### config.mk
export PLATFORM = sky130hd
export DESIGN_NAME = fetch_prefetch
export DESIGN_NICKNAME = d
export VERILOG_FILES = /design/src/rtl/fetch_prefetch.sv
export SDC_FILE = /design/constraint.sdc
export NUM_CORES = 1
export LEC_CHECK = 0
export CAP_MARGIN = 20
export CORE_ASPECT_RATIO = 1.25
export CORE_MARGIN = 2
export CORE_UTILIZATION = 45
export CTS_CLUSTER_SIZE = 25
export DETAILED_ROUTE_END_ITERATION = 6
export PLACE_DENSITY = 0.66
export SLEW_MARGIN = 20
export SYNTH_ARGS = -nofsm -noshare
export SYNTH_HDL_FRONTEND = slang
export SYNTH_SLANG_ARGS = --single-unit
### constraint.sdc
create_clock -name clk -period 4.55 [get_ports clk]
set_clock_uncertainty 0.05 [all_clocks]
set_input_delay 0.91 -clock clk [delete_from_list [all_inputs] [get_ports clk]]
set_output_delay 0.91 -clock clk [all_outputs]
set_load 0.1 [all_outputs]
### src/rtl/fetch_prefetch.sv
`default_nettype none
// ============================================================================
// Module   : fetch_prefetch
// Purpose  : Prefetching instruction fetch stage. Issues word-aligned fetch
//            requests to instruction memory over a valid/ready channel, keeps
//            up to MAX_OUTST requests in flight, and buffers the in-order
//            responses as {pc, insn} pairs in a QDEPTH-entry queue that feeds
//            decode. A redirect flushes the queue and drops the wrong-path
//            responses that are still in flight.
// Ports    : clk, rst              - clock, synchronous active-high reset
//            redirect_i/_pc_i      - redirect fetch to a new PC (bits [1:0] ignored)
//            imem_req_*            - request channel (valid/ready/addr)
//            imem_rsp_*            - in-order response channel (valid/data)
//            dec_*                 - queue head to decode (valid/ready/pc/insn)
// Revision : 1.0 - initial release
// ============================================================================
module fetch_prefetch #(
    parameter int                 DWIDTH    = 32,
    parameter int                 AWIDTH    = 32,
    // Default matches the instruction memory base address.
    parameter logic [AWIDTH-1:0]  RESET_PC  = AWIDTH'(32'h0100_0000),
    parameter int                 QDEPTH    = 4,
    parameter int                 MAX_OUTST = 2
) (
    input  logic              clk,
    input  logic              rst,
    input  logic              redirect_i,
    input  logic [AWIDTH-1:0] redirect_pc_i,
    output logic              imem_req_valid_o,
    input  logic              imem_req_ready_i,
    output logic [AWIDTH-1:0] imem_req_addr_o,
    input  logic              imem_rsp_valid_i,
    input  logic [DWIDTH-1:0] imem_rsp_data_i,
    output logic              dec_valid_o,
    input  logic              dec_ready_i,
    output logic [AWIDTH-1:0] dec_pc_o,
    output logic [DWIDTH-1:0] dec_insn_o
);

    localparam int                QAW      = $clog2(QDEPTH);
    localparam int                CW       = $clog2(QDEPTH + 1);
    localparam int                TW       = (MAX_OUTST > 1) ? $clog2(MAX_OUTST) : 1;
    localparam logic [DWIDTH-1:0] INSN_NOP = DWIDTH'(32'h0000_0013);
    localparam logic [CW:0]       QDEPTH_C = (CW+1)'(QDEPTH);
    localparam logic [CW-1:0]     MAXO_C   = CW'(MAX_OUTST);
    localparam logic [TW-1:0]     TLAST_C  = TW'(MAX_OUTST - 1);

    // Registered state
    logic [AWIDTH-1:0] fpc_q,     fpc_d;
    logic [CW-1:0]     count_q,   count_d;
    logic [CW-1:0]     outst_q,   outst_d;
    logic [CW-1:0]     discard_q, discard_d;
    logic [QAW-1:0]    qwr_q,     qwr_d;
    logic [QAW-1:0]    qrd_q,     qrd_d;
    logic [TW-1:0]     twr_q,     twr_d;
    logic [TW-1:0]     trd_q,     trd_d;

    // Storage (no reset needed: occupancy is tracked by the counters)
    logic [AWIDTH-1:0] q_pc_q   [QDEPTH];
    logic [DWIDTH-1:0] q_insn_q [QDEPTH];
    logic [AWIDTH-1:0] tag_q    [MAX_OUTST];

    logic [CW:0] credit;
    logic        fire;
    logic        rsp_acc;
    logic        push;
    logic        pop;

    // Entries that will eventually occupy the queue: those already queued
    // plus live (non-discarded) requests in flight. A same-cycle pop is not
    // credited, which keeps the queue from ever overflowing.
    assign credit = {1'b0, count_q} + {1'b0, outst_q} - {1'b0, discard_q};

    assign imem_req_valid_o = !rst && !redirect_i && (outst_q < MAXO_C) && (credit < QDEPTH_C);
    assign imem_req_addr_o  = fpc_q;
    assign fire             = imem_req_valid_o && imem_req_ready_i;

    // A response with nothing outstanding is a protocol error and is ignored.
    assign rsp_acc = imem_rsp_valid_i && (outst_q != '0);
    assign push    = rsp_acc && (discard_q == '0) && !redirect_i;

    assign dec_valid_o = !rst && (count_q != '0) && !redirect_i;
    assign pop         = dec_valid_o && dec_ready_i;
    assign dec_pc_o    = (count_q != '0) ? q_pc_q[qrd_q]   : '0;
    assign dec_insn_o  = (count_q != '0) ? q_insn_q[qrd_q] : INSN_NOP;

    always_comb begin
        fpc_d     = fpc_q;
        count_d   = count_q;
        outst_d   = outst_q + CW'(fire) - CW'(rsp_acc);
        discard_d = discard_q;
        qwr_d     = qwr_q;
        qrd_d     = qrd_q;
        twr_d     = twr_q;
        trd_d     = trd_q;

        if (fire) begin
            fpc_d = fpc_q + AWIDTH'(4);
            twr_d = (twr_q == TLAST_C) ? '0 : twr_q + TW'(1);
        end
        // Every accepted response retires its tag, kept or dropped.
        if (rsp_acc) begin
            trd_d = (trd_q == TLAST_C) ? '0 : trd_q + TW'(1);
            if (discard_q != '0) begin
                discard_d = discard_q - CW'(1);
            end
        end

        if (redirect_i) begin
            fpc_d     = redirect_pc_i & ~AWIDTH'(3);
            // Everything still in flight after this cycle is wrong-path.
            discard_d = outst_q - CW'(rsp_acc);
            count_d   = '0;
            qwr_d     = '0;
            qrd_d     = '0;
        end else begin
            count_d = count_q + CW'(push) - CW'(pop);
            if (push) begin
                qwr_d = qwr_q + QAW'(1);
            end
            if (pop) begin
                qrd_d = qrd_q + QAW'(1);
            end
        end
    end

    always_ff @(posedge clk) begin
        if (rst) begin
            fpc_q     <= RESET_PC;
            count_q   <= '0;
            outst_q   <= '0;
            discard_q <= '0;
            qwr_q     <= '0;
            qrd_q     <= '0;
            twr_q     <= '0;
            trd_q     <= '0;
        end else begin
            fpc_q     <= fpc_d;
            count_q   <= count_d;
            outst_q   <= outst_d;
            discard_q <= discard_d;
            qwr_q     <= qwr_d;
            qrd_q     <= qrd_d;
            twr_q     <= twr_d;
            trd_q     <= trd_d;
        end
    end

    always_ff @(posedge clk) begin
        if (fire) begin
            tag_q[twr_q] <= fpc_q;
        end
        if (push) begin
            q_pc_q[qwr_q]   <= tag_q[trd_q];
            q_insn_q[qwr_q] <= imem_rsp_data_i;
        end
    end

endmodule
`default_nettype wire
# Word level (Yosys, flattened, before mapping)

Memory sizes are Yosys's and may differ from the RTL's. A register that Yosys moved wholly into a read port is not among the register bits.
Index checks and enable logic that the tools add are counted.

Register bits after elaboration: 47
Memory bits (writable): 320
Input bits: 70
Output and inout bits: 98
Word-level logic and storage cells: 67
Memories: 3

Memories:

| memory   | depth | bits a word | rd ports | clocked after memory_dff | write ports | RTL line | source |
|---|---|---|---|---|---|---|---|
| q_insn_q | 4     | 32          | 1        | 1                        | 1           | 60       | `logic [DWIDTH-1:0] q_insn_q [QDEPTH];` |
| q_pc_q   | 4     | 32          | 1        | 1                        | 1           | 59       | `logic [AWIDTH-1:0] q_pc_q [QDEPTH];` |
| tag_q    | 2     | 32          | 1        | 1                        | 1           | 61       | `logic [AWIDTH-1:0] tag_q [MAX_OUTST];` |

Add/subtract/negate cells: 13
$lt $le $gt $ge: 2
Mux-type cells: 19
Reductions and logical operators: 21

Operators with widths:

| kind                    | count |
|---|---|
| $mux W32                | 4 |
| $add A32 B3 Y32 const B | 1 |
| $logic_and A1 B1 Y1     | 10 |
| $mux W3                 | 3 |
| $reduce_bool A3 Y1      | 3 |
| $sub A3 B1 Y3           | 3 |
| $mux W1                 | 8 |
| $mux W2                 | 4 |
| $add A3 B1 Y3           | 2 |
| $reduce_bool A2 Y1      | 3 |
| $add A2 B1 Y2 const B   | 2 |
| $add A3 B3 Y4           | 1 |
| $lt A4 B3 Y1 const B    | 1 |
| $sub A4 B3 Y4           | 1 |
| $logic_not A3 Y1        | 1 |
| $lt A3 B2 Y1 const B    | 1 |
| $sub A3 B1 Y3 const B   | 1 |
| $add A1 B1 Y1 const B   | 2 |
| $logic_not A1 Y1        | 2 |
| $reduce_and A2 Y1       | 1 |
| $reduce_or A2 Y1        | 1 |

# Logic depth before layout (Yosys ltp)

Depth in word-level cells: 7
Gate-level depth with buffers: 17
Mapped depth without buffers: 15

# Worst setup path before layout

No wires, ideal clock.

Path kind: register to output
Start: reg count_q[1]
End: out imem_req_valid_o
Data arrival time: 4.754 ns
Required time: 3.590 ns
Slack: -1.164 ns
Cell stages (with the launch flop): 8
Buffers on the path: 0
Path through: dfxtp_1 -> inv_1 -> fa_1 -> inv_1 -> ha_1 -> and4b_1 -> o31a_1 -> nor4_1

Longest elaborated chain between the ends: 4

Ends and longest elaborated chain:

| item                   | RTL line | source |
|---|---|---|
| start, declared        | 50       | `logic [CW-1:0] count_q, count_d;` |
| start signal, assigned | 139      | `count_q <= count_d;` |
| $add A3 B3 Y4          | 72       | `assign credit = {1'b0, count_q} + {1'b0, outst_q} - {1'b0, discard_q};` |
| $sub A4 B3 Y4          | 72       |  |
| $lt A4 B3 Y1           | 74       | `assign imem_req_valid_o = !rst && !redirect_i && (outst_q < MAXO_C) && (credit < QDEPTH_C);` |
| $logic_and A1 B1 Y1    | 74       |  |
| end, declared          | 29       | `output logic imem_req_valid_o,` |

Every way passes these cells.

# Final worst setup path

Same ends and word-level chain as after synthesis.

==> qor.csv <==
stage,metric,value,unit
clock_tree,Worst-path clk slew,0.06,ns
routing,DRC Markers,0,
worst_setup_path,cells along the critical path,inv_1 -> fa_1 -> inv_1 -> ha_1 -> and4b_1 -> nor4_1 -> nor4_2 -> buf_12,
finish,Post-Route Utilization,0.557,
pwr,Leak,0.00567,µW
die,die width,164,µm
routing,Total Routed Length,29200,µm
routing,average routed wire per standard cell,20.0,µm
placed_design,DP Area,16500,µm²
worst_setup_path,cell mode on critical path,inv_1,
worst_setup_path,critical path endpoint category,primary output,
die,Die Y,204,µm
clock_tree,setup bufs post-CTS,0,
routing,met1 WL,12400,µm
run,max_cap viols,0,
finish,Antenna diodes,0,
clock_tree,TritonCTS clock tree,built,
die,initial core utilization,0.455,
synthesis,register bit total from synthesis,356,
timing,final number of hold-violating endpoints,0,
routing,Vias,7946,
routing,via/cell ratio,5.45,
timing,Final min period,4.13,ns
clock_tree,clk sink count,356,
timing,RSZ-0062 raised after global routing,false,
routing,first drt pass iteration count,4,
finish,area grow syn2layout,22.4,%
synthesis,Post-Syn Area,14400,µm²
pwr,Peak VDD IR,0.303,mV
synthesis,Post-synth EDFFs,308,
synthesis,Synth top area share,0.642,
synthesis,synth top area cells,"edfxtp_1, mux4_2, dfxtp_1, nor2b_1, mux2_2",
timing,final setup fails,0,
routing,met2 routed WL,14700,µm
finish,Filler cells,2490,
worst_setup_path,crit path DAT,3.17,ns
worst_setup_path,CP Class,reg -> out,
timing,Slew @ Worst Pin,1.06,ns
synthesis,cell taking the most area after synthesis,edfxtp_1,
finish,register area,10200,µm²
synthesis,Synth cell types,55,
grt,global-route wire length before repair,45300,µm
worst_setup_path,R2R Setup Slk,0.85,ns
timing,Setup Total Neg Slack,0,ns
routing,"antenna viol nets, final",0,
routing,DR top layer,met4,
clock_tree,htree depth,2,
die,io pins,168,
timing,f_max,242,MHz
timing,period utilization,0.909,
grt,grt ovf,0,
timing,Final Max Tran Viols,0,
worst_setup_path,worst stage delay on the critical path,0.66,ns
die,core area,31700,µm²
worst_setup_path,Buf/Inv on CP,3,
grt,initial antenna violation count,0,
routing,WL met3,1360,µm
clock_tree,CTS Buf Count,35,
synthesis,"Seq/Total Area, Yosys",0.708,
finish,layout cells sized above 1,0.228,
clock_tree,clock latency at the later pin of the worst-skew pair,0.51,ns
finish,"commonest cells after routing, fill and taps aside","edfxtp_1, clkdlybuf4s50_1, buf_4",
placed_design,Port Buf Inserts,161,
synthesis,ys async rst share,0,
grt,largest net degree at the start of global routing,48,
clock_tree,Hold Buf Count CTS,0,
routing,DR iter-0 viols,469,
worst_setup_path,CP top delay family,simple AND/OR/NAND/NOR gates,
finish,Finished Cell Area,17600,µm²
die,Row Count,73,
worst_setup_path,crit path launch type,flop,
worst_setup_path,"slowest stage cell, crit path",nor4_1,
finish,"most common cell after layout, fill and taps aside",edfxtp_1,
finish,nets@finish,1112,
placed_design,Final Wtd Congestion,0.787,
grt,Tot GR Track Use,0.178,
placed_design,post-DP HPWL,18500,µm
synthesis,Avg Synthesized Cell Area,17.0,µm²
synthesis,synthesized instance count,848,
clock_tree,post-CTS sizing,0,
worst_setup_path,critical path peak fanout,3,
finish,Multi-input gate area,3920,µm²
grt,vias in the first global route,8105,
timing,hold slack,0.450,ns
pwr,Cell Pwr Density,454,nW/µm²
worst_hold_path,Worst Hold Class,reg -> reg,
clock_tree,Max Root-Sink Buffers,3,
clock_tree,CTS Root Cell,clkbuf_16,
synthesis,Synth warnings,0,
pwr,Final Total Pwr,8010,µW
run_status,status,"finished, final reports clean",
worst_setup_path,Critical Path RT,3.59,ns
die,die area,33500,µm²
timing,Slew HR,0.291,
synthesis,Most used DFF post-synth,edfxtp_1,
[where the power goes]
group	switching, µW	total, µW	internal (µW)	leakage [µW]
clock network	1180	2870	1690	0.000558
logic	781	1230	446	0.00193
registers	136	3910	3780	0.00318
[worst paths after layout]
check,from,to,cells after the start
setup reg to reg,count_q[1],outst_q[2],15
setup / recovery,count_q[1],imem_req_valid_o,8
hold reg to reg,discard_q[2],discard_q[2],2
hold / removal,discard_q[2],discard_q[2],2
[Yosys cell counts, drive strengths merged (5+ instances only)]
cell / count
a31oi: 5
nor2: 37
inv: 29
nand2: 27
o22ai: 6
edfxtp: 308
o21ai: 5
a21oi: 10
o311ai: 5
nand3: 15
mux2: 30
nand2b: 10
or2: 6
clkbuf: 33
nand4: 9
o31ai: 6
o31a: 8
dfxtp: 48
ha: 17
a311oi: 9
and2: 8
mux4: 62
nor2b: 60
buf: 17
nor4: 8
xnor2: 9
or4: 13
[sequential cells by signal, indices dropped and copies added (netlist names), named ones only]
name / cells
outst_q: 3
q_insn_q: 128
q_pc_q: 120
tag_q: 60
qrd_q: 2
imem_req_addr_o: 30
trd_q: 1
discard_q: 3
count_q: 3
qwr_q: 2
twr_q: 1
[tightest hold or removal path, cell delays in order (launching register included)]
cell,delay (ns)
dfxtp_1,0.32
nand2_1,0.06
a311oi_1,0.08
[layer usage]
metal / track usage / up-vias
li1: - / 3653
met3: 0.0308 / 53
met1: 0.232 / 3996
met5: 0 / -
met2: 0.302 / 244
met4: 0.0595 / 0
[cell families (layout without fill, tap and decap cells)]
family                   count (synthesis)  count (layout)  synth area share
multiplexers                            93              93             0.121
XOR/XNOR                                11              11           0.00669
adder cells (fa/ha/maj)                 21              21            0.0203
AO/OA/AOI/OAI                           76              76            0.0395
flip-flops                             356             356             0.708
buffers and inverters                   79             274            0.0219
other                                    1               4          0.000260
AND/OR/NAND/NOR                        211             211            0.0819
[cell type report]
type,instances,area share
clock inverters,19,0.0103
well taps,412,0.0292
repair buffers,183,0.0981
clock buffers,43,0.0549
multi-input cells,416,0.222
flip-flops and latches,356,0.579
inverters,29,0.00617
[through the flow]
stage	worst slack [ns]	instances
floorplan	0.00490	851
global placement	0.785	1396
detailed placement	0.772	1396
CTS	0.372	1458
global route	0.176	1458
finish	0.415	1458
No activity file was read; power rests on OpenSTA's default activity.
